### config.mk
export PLATFORM = sky130hd
export DESIGN_NAME = seq_detect_ctrl
export DESIGN_NICKNAME = d
export VERILOG_FILES = /design/src/rtl/seq_detect_ctrl.sv
export SDC_FILE = /design/constraint.sdc
export NUM_CORES = 1
export LEC_CHECK = 0
export CAP_MARGIN = 20
export CORE_AREA = 2 2 71 73
export DETAILED_ROUTE_END_ITERATION = 16
export DIE_AREA = 0 0 73 75
export HOLD_SLACK_MARGIN = 0.06
export PLACE_DENSITY = 0.82
export SYNTH_ARGS = -nofsm -noshare
export SYNTH_HDL_FRONTEND = slang
export SYNTH_SLANG_ARGS = --single-unit
### constraint.sdc
create_clock -name clk -period 7.9 [get_ports clk]
set_input_delay 1.185 -clock clk [delete_from_list [all_inputs] [get_ports clk]]
set_output_delay 1.185 -clock clk [all_outputs]
set_load 0.02 [all_outputs]
### src/rtl/seq_detect_ctrl.sv
// seq_detect_ctrl
//   Run controller for the serial pattern-detection path. A pattern
//   configuration (pattern bits, length, match target) is loaded through a
//   valid/ready handshake while idle. The start input arms a run. The run scans
//   qualified serial bits for overlapping occurrences of the pattern and counts
//   them. The run ends with a one-cycle done pulse when the target is reached,
//   or it returns to idle on abort.
//
// Ports
//   clk          clock, rising edge
//   rst          asynchronous active-low reset
//   cfg_valid    configuration offered
//   cfg_ready    configuration accepted (high while idle)
//   cfg_pattern  pattern, bit len-1 = first bit received, bit 0 = last
//   cfg_len      pattern length, legal 1..PAT_W
//   cfg_target   matches before done, 0 = unlimited
//   cfg_err      one-cycle pulse when an illegal cfg_len is rejected
//   start        arm detection (honoured only while idle)
//   abort        stop the run without done
//   in_valid     serial bit qualifier
//   in           serial data bit
//   match        one-cycle pulse per detected occurrence
//   match_count  matches in the current or last run
//   busy         high while a run is in progress
//   done         one-cycle pulse after the target-reaching match
module seq_detect_ctrl #(
   parameter int PAT_W = 8,
   parameter int CNT_W = 8
) (
   input  logic             clk,
   input  logic             rst,
   input  logic             cfg_valid,
   output logic             cfg_ready,
   input  logic [PAT_W-1:0] cfg_pattern,
   input  logic [3:0]       cfg_len,
   input  logic [CNT_W-1:0] cfg_target,
   output logic             cfg_err,
   input  logic             start,
   input  logic             abort,
   input  logic             in_valid,
   input  logic             in,
   output logic             match,
   output logic [CNT_W-1:0] match_count,
   output logic             busy,
   output logic             done
);

   localparam int SEEN_W = $clog2(PAT_W + 1);

   typedef enum logic [1:0] {IDLE, RUN, DONE} state_t;

   state_t             state, state_nxt;
   logic [PAT_W-1:0]   pat_q, pat_nxt;
   logic [3:0]         len_q, len_nxt;
   logic [CNT_W-1:0]   tgt_q, tgt_nxt;
   // The oldest history bit is shifted out before any pattern can inspect it,
   // so only PAT_W-1 bits are kept; the incoming bit completes the window.
   logic [PAT_W-2:0]   hist_q, hist_nxt;
   logic [SEEN_W-1:0]  seen_q, seen_nxt;
   logic [CNT_W-1:0]   cnt_q, cnt_nxt;
   // Set by the target-reaching match so that DONE follows one cycle later.
   logic               hit_q, hit_nxt;
   logic               match_q, match_nxt;
   logic               err_q, err_nxt;

   logic [PAT_W-1:0]   hist_new;
   logic [SEEN_W-1:0]  seen_new;
   logic [CNT_W-1:0]   cnt_new;
   logic [PAT_W-1:0]   mask;
   logic               is_match;
   logic               len_legal;

   function automatic logic [CNT_W-1:0] sat_cnt_inc(input logic [CNT_W-1:0] c);
      if (&c) return c;
      return c + CNT_W'(1);
   endfunction

   function automatic logic [SEEN_W-1:0] sat_seen_inc(input logic [SEEN_W-1:0] s);
      if (32'(s) < PAT_W) return s + SEEN_W'(1);
      return s;
   endfunction

   function automatic logic [PAT_W-1:0] len_mask(input logic [3:0] l);
      logic [PAT_W:0] m;
      m = ((PAT_W + 1)'(1) << l) - (PAT_W + 1)'(1);
      return m[PAT_W-1:0];
   endfunction

   assign hist_new  = {hist_q, in};
   assign seen_new  = sat_seen_inc(seen_q);
   assign cnt_new   = sat_cnt_inc(cnt_q);
   assign mask      = len_mask(len_q);
   assign is_match  = (32'(seen_new) >= 32'(len_q)) &&
                      ((hist_new & mask) == (pat_q & mask));
   assign len_legal = (cfg_len != 4'd0) && (32'(cfg_len) <= PAT_W);

   always_comb begin
      state_nxt = state;
      pat_nxt   = pat_q;
      len_nxt   = len_q;
      tgt_nxt   = tgt_q;
      hist_nxt  = hist_q;
      seen_nxt  = seen_q;
      cnt_nxt   = cnt_q;
      hit_nxt   = hit_q;
      match_nxt = 1'b0;
      err_nxt   = 1'b0;
      case (state)
         IDLE: begin
            if (cfg_valid) begin
               if (len_legal) begin
                  pat_nxt = cfg_pattern;
                  len_nxt = cfg_len;
                  tgt_nxt = cfg_target;
               end else begin
                  err_nxt = 1'b1;
               end
            end
            if (start) begin
               state_nxt = RUN;
               hist_nxt  = '0;
               seen_nxt  = '0;
               cnt_nxt   = '0;
               hit_nxt   = 1'b0;
            end
         end
         RUN: begin
            if (abort) begin
               state_nxt = IDLE;
               hit_nxt   = 1'b0;
            end else if (hit_q) begin
               state_nxt = DONE;
               hit_nxt   = 1'b0;
            end else if (in_valid) begin
               hist_nxt = hist_new[PAT_W-2:0];
               seen_nxt = seen_new;
               if (is_match) begin
                  match_nxt = 1'b1;
                  cnt_nxt   = cnt_new;
                  if ((tgt_q != '0) && (cnt_new == tgt_q)) hit_nxt = 1'b1;
               end
            end
         end
         DONE: state_nxt = IDLE;
         default: state_nxt = IDLE;
      endcase
   end

   always_ff @(posedge clk or negedge rst) begin
      if (!rst) begin
         state   <= IDLE;
         pat_q   <= '0;
         len_q   <= 4'd1;
         tgt_q   <= '0;
         hist_q  <= '0;
         seen_q  <= '0;
         cnt_q   <= '0;
         hit_q   <= 1'b0;
         match_q <= 1'b0;
         err_q   <= 1'b0;
      end else begin
         state   <= state_nxt;
         pat_q   <= pat_nxt;
         len_q   <= len_nxt;
         tgt_q   <= tgt_nxt;
         hist_q  <= hist_nxt;
         seen_q  <= seen_nxt;
         cnt_q   <= cnt_nxt;
         hit_q   <= hit_nxt;
         match_q <= match_nxt;
         err_q   <= err_nxt;
      end
   end

   assign cfg_ready   = (state == IDLE);
   assign busy        = (state == RUN);
   assign done        = (state == DONE);
   assign match       = match_q;
   assign match_count = cnt_q;
   assign cfg_err     = err_q;

endmodule
# Word level (Yosys, flattened, before mapping)
# Cells that the tools add are included.
[classes] n_addsub=3 mul=0 n_div=0 magnitude_cmp=3 eq_ne=10 n_shift=1 mux=41 n_bitwise=2 reduce_logical=13
[op_table] op="$mux 8" count=7
[op_table] op="$mux 7" count=4
[op_table] op="$mux 4" count=6
[op_table] op="$and 8x8->8" count=2
[op_table] op="$eq 8x8->1" count=2
[op_table] op="$mux 1" count=16
[op_table] op="$pmux 8 s2" count=1
[op_table] op="$pmux 7 s2" count=1
[op_table] op="$add 8x1->8 const B" count=1
[op_table] op="$pmux 4 s2" count=1
[op_table] op="$reduce_and 8->1" count=1
[op_table] op="$reduce_bool 8->1" count=1
[op_table] op="$shl 1x4->8 const A" count=1
[op_table] op="$sub 8x2->8 const B" count=1
[op_table] op="$mux 2" count=3
[op_table] op="$ne 2x2->1 const B" count=3
[op_table] op="$reduce_and 6->1" count=1
[op_table] op="$reduce_and 5->1" count=1
[op_table] op="$add 4x1->4 const B" count=1
[op_table] op="$ge 4x4->1" count=1
[op_table] op="$le 4x4->1 const B" count=1
[op_table] op="$lt 4x4->1 const B" count=1
[op_table] op="$ne 2x1->1 const B" count=2
[op_table] op="$pmux 2 s2" count=1
[op_table] op="other kinds (10)" count=13
[totals] regBits=44 latch_bits=0 ramBits=0 romBits=0 in_bits=27 n_memories=0

# Logic depth before layout (Yosys ltp)
[depth] word_depth=11 ltp_mapped=11 depth_no_buf=9

# Worst setup path after synthesis
# No wires, ideal clock.
[synth_path] path_kind="input port to flip-flop" start="input abort" end="register cnt_q[1] (netlist: match_count[1])" setup_ns=0.120 arrival_time_ns=2.648 slack_ns=5.132 cell_stages=7 cell_sequence="or4b_1 o21ai_1 o221ai_1 nor4_2 buf_4 a21oi_1 a41o_1"
[synth_via] elab_chain_cells=2
[synth_lines] item="start: declaration" line_no="39" source="input logic abort,"
[synth_lines] item="$ne 2x2->1 (no line)"
[synth_lines] item="$reduce_and 6->1 (no line)"
[synth_lines] item="end signal: assignment" line_no="168" source="cnt_q <= cnt_nxt;"
[synth_lines] item="end: declaration" line_no="60" source="logic [CNT_W-1:0] cnt_q, cnt_nxt;"
# No other way between the ends.
# A chain may end at the register's enable or synchronous reset.

# Worst setup path in the final report
[layout_path] start="input start" end="register cnt_q[6] (netlist: match_count[6])"
[layout_via] elab_chain_cells=2
[layout_lines] item="start: declaration" line_no="38" source="input logic start,"
[layout_lines] item="$ne 2x1->1 (no line)"
[layout_lines] item="$reduce_and 6->1 (no line)"
# No other way between the ends.

==> impl_metrics.env <==
export IMPL_use_met2_pct=35.4
export IMPL_gp_routability_congestion=0.931
export IMPL_drive_gt1_share_pct=14.3
export IMPL_grt_usage_pct=22.5
export IMPL_core_sq_um=4660
export IMPL_yosys_warnings=0
export IMPL_numCtsBuffers=5
export IMPL_met3_usage_pct=4.69
export IMPL_synth_net_count=299
export IMPL_hold_violations=0
export IMPL_grt_setup_unrepaired="no"
export IMPL_fp_dieH_um=75
export IMPL_dpl_worst_slack_ps=3850
export IMPL_routed_wl_mm=5.73
export IMPL_dp_hpwl_mm=4.15
export IMPL_period_share_pct=48.5
export IMPL_vias=2140
export IMPL_post_cts_resized=0
export IMPL_hold_path_class="reg2reg"
export IMPL_max_freq_mhz=261
export IMPL_setup_viol=0
export IMPL_wire_per_inst_um=16.1
export IMPL_avgSynthCellArea_sq_um=9.86
export IMPL_top_usage_layer="met2"
export IMPL_p_leak_nw=1.32
export IMPL_initial_utilization_pct=56.1
export IMPL_yosysUniqueCellTypes=59
export IMPL_ir_drop_mv=0.157
export IMPL_worstPathMaxFanout=13
export IMPL_post_cts_buffers=0
export IMPL_ys_ff_latch=44
export IMPL_fill_cells=343
export IMPL_drv_slew=0
export IMPL_reg2reg_from="len_q[3]"
export IMPL_timing_final_ws_setup_ps=4070
export IMPL_tightest_slew_ps=1110
export IMPL_syn_inst=265
export IMPL_die_w_um=73
export IMPL_grt_pass1_vias=2031
export IMPL_cts_root_buffer="clkbuf_8"
export IMPL_grt_max_degree=45
export IMPL_io_pins=40
export IMPL_area_growth_synth_to_final_pct=19.5
export IMPL_worstSkewPairLatency_ps=300
export IMPL_drt_vias_per_instance=6.03
export IMPL_crit_arrival_ps=4030
export IMPL_synth_area_sq_um=2610
export IMPL_min_period_ps=3830
export IMPL_cellPowerDensity_nw_per_um2=229
export IMPL_relSlewSlack_pct=25.1
export IMPL_crit_type="in2reg"
export IMPL_hold_end="hit_q"
export IMPL_startpoint_type="input port"
export IMPL_first_iter_violations=190
export IMPL_drc=0
export IMPL_ys_flop_type="dfrtp_1"
export IMPL_fin_nets=334
export IMPL_antenna_found_initial=0
export IMPL_fin_area_sq_um=3120
export IMPL_grt_pass1_wl_mm=9.57
export IMPL_die_area_sq_um=5480
export IMPL_cts_hold_buffers=0
export IMPL_status="complete, no violations"
export IMPL_r2r_setup_slack_ps=4360
export IMPL_cap_violations=0
export IMPL_fin_skew_ps=7.56
export IMPL_gr_usage_met1_pct=31.7
export IMPL_fin_tns_setup_ps=0
export IMPL_whs_ps=517
export IMPL_ant_nets=0
export IMPL_dr_pass1_iters=4
export IMPL_r2r_end="match_count[6]"
export IMPL_async_reset_ff_share_pct=100
export IMPL_min_path_cells=2
export IMPL_cp_end_kind="flop"
export IMPL_cts_max_level=2
export IMPL_cts_tree="done"
export IMPL_required_ps=8100
export IMPL_grt_overflow_total=0
export IMPL_path_clk_slew_ps=90
export IMPL_clk_path_buf_depth=2
export IMPL_postPlaceCellArea_sq_um=3000
export IMPL_rr_worst_depth=8
export IMPL_synth_edf_count=0
export IMPL_seq_area_frac_synth_pct=42.2
export IMPL_clock_sinks=44
export IMPL_rows=25
export IMPL_port_buffers=39
export IMPL_diodes=0
export IMPL_min_from="hit_q"
[layer usage]
| layer | routed length, um | part of all wire [%] |
|---|---|---|
| met1 | 2630 | 46 |
| met2 | 2770 | 48 |
| met3 | 256 | 4.5 |
| met4 | 77 | 1.3 |
| met5 | 0 | 0 |
[final cells by class]
class | count | area [sq um] | share of cell area, %
clock buffers | 6 | 82.6 | 2.65
clock inverters | 2 | 38.8 | 1.24
inverters | 8 | 30.0 | 0.962
multi-input cells | 201 | 1410 | 45.1
flip-flops and latches | 44 | 1100 | 35.3
well taps | 54 | 67.6 | 2.16
repair buffers | 40 | 393 | 12.6
[power breakdown]
part           switching [W]  internal [W]  total [W]
logic               0.000106      0.000111   0.000217
registers          0.0000508      0.000264   0.000315
clock network      0.0000800      0.000103   0.000183
[layout by cell type (no fill, tap or decap), types with 2 or more instances in the layout]
cell	n
and3_1	4
xnor2_1	8
mux2_2	20
nand2b_1	7
clkdlybuf4s50_1	38
inv_1	8
and2_1	4
a211oi_2	2
o21ai_0	14
mux2i_1	4
ha_1	7
nand2_1	37
o21a_1	3
nor3_1	3
nor4_1	2
o21bai_1	2
nor2_1	10
xor2_1	10
nand3_1	5
a21oi_1	13
nand4_1	3
or4_1	2
nor2b_1	5
a221oi_1	2
o211ai_1	4
a31o_2	2
dfrtp_1	43
clkbuf_8	6
a31oi_1	2
[worst max-delay path, cell delays in order]
cell	delay (ps)
clkdlybuf4s50_1	510
or3b_2	610
o21ai_1	190
o221ai_1	170
nor4_2	860
a21oi_1	200
a311oi_1	300
[registers in the layout (all words and copies together), names as in the netlist]
register     cells
pat_q            8
seen_q           4
match_count      8
tgt_q            8
cfg_err          1
len_q            4
hit_q            1
state            2
hist_q           7
match            1
[how the worst max path moves through the flow]
stage / startpoint / end / slack [ps] / depth (start not counted)
after floorplan: abort / match_count[1] / 5130 / 7
after global placement: start / match_count[6] / 4050 / 7
after detailed placement: start / match_count[6] / 3850 / 7
after CTS: start / match_count[6] / 4100 / 7
after global routing: start / match_count[6] / 3920 / 7
final: start / match_count[6] / 4070 / 7
[Yosys cell counts (4+ instances only)]
cell type	number	share of area, %
ha_1	7	3.4
inv_1	8	1.1
mux2_2	20	8.6
dfrtp_1	43	41
xnor2_1	8	2.7
and3_1	4	0.96
nand2_1	37	5.3
a21oi_1	13	2.5
o21ai_0	14	2.7
mux2i_1	4	1.5
nand3_1	5	0.96
o211ai_1	4	1.1
nor2_1	10	1.4
and2_1	4	0.96
xor2_1	10	3.4
clkbuf_1	6	0.86
nand2b_1	7	1.7
nor2b_1	5	1.2
[logic make-up (layout without fill, tap and decap cells)]
logic type	after synthesis	in the layout	share of synthesized area, %
AO/OA/AOI/OAI	59	59	15.6
XOR/XNOR	18	18	6.03
adder cells (fa/ha/maj)	7	7	3.35
buffers and inverters	20	56	3.93
flip-flops	44	44	42.2
multiplexers	24	24	10.2
AND/OR/NAND/NOR	93	93	18.8
[through the flow]
| stage | util, % | cells | power, W |
|---|---|---|---|
| after floorplan | - | 265 | 0.000469 |
| after global placement | 64.4 | 347 | 0.000521 |
| after detailed placement | 64.4 | 347 | 0.000531 |
| after CTS | 67.0 | 355 | 0.000717 |
| after global routing | 67.0 | 355 | 0.000758 |
| final | 67.0 | 355 | 0.000715 |
No activity file was read; power rests on OpenSTA's default activity.
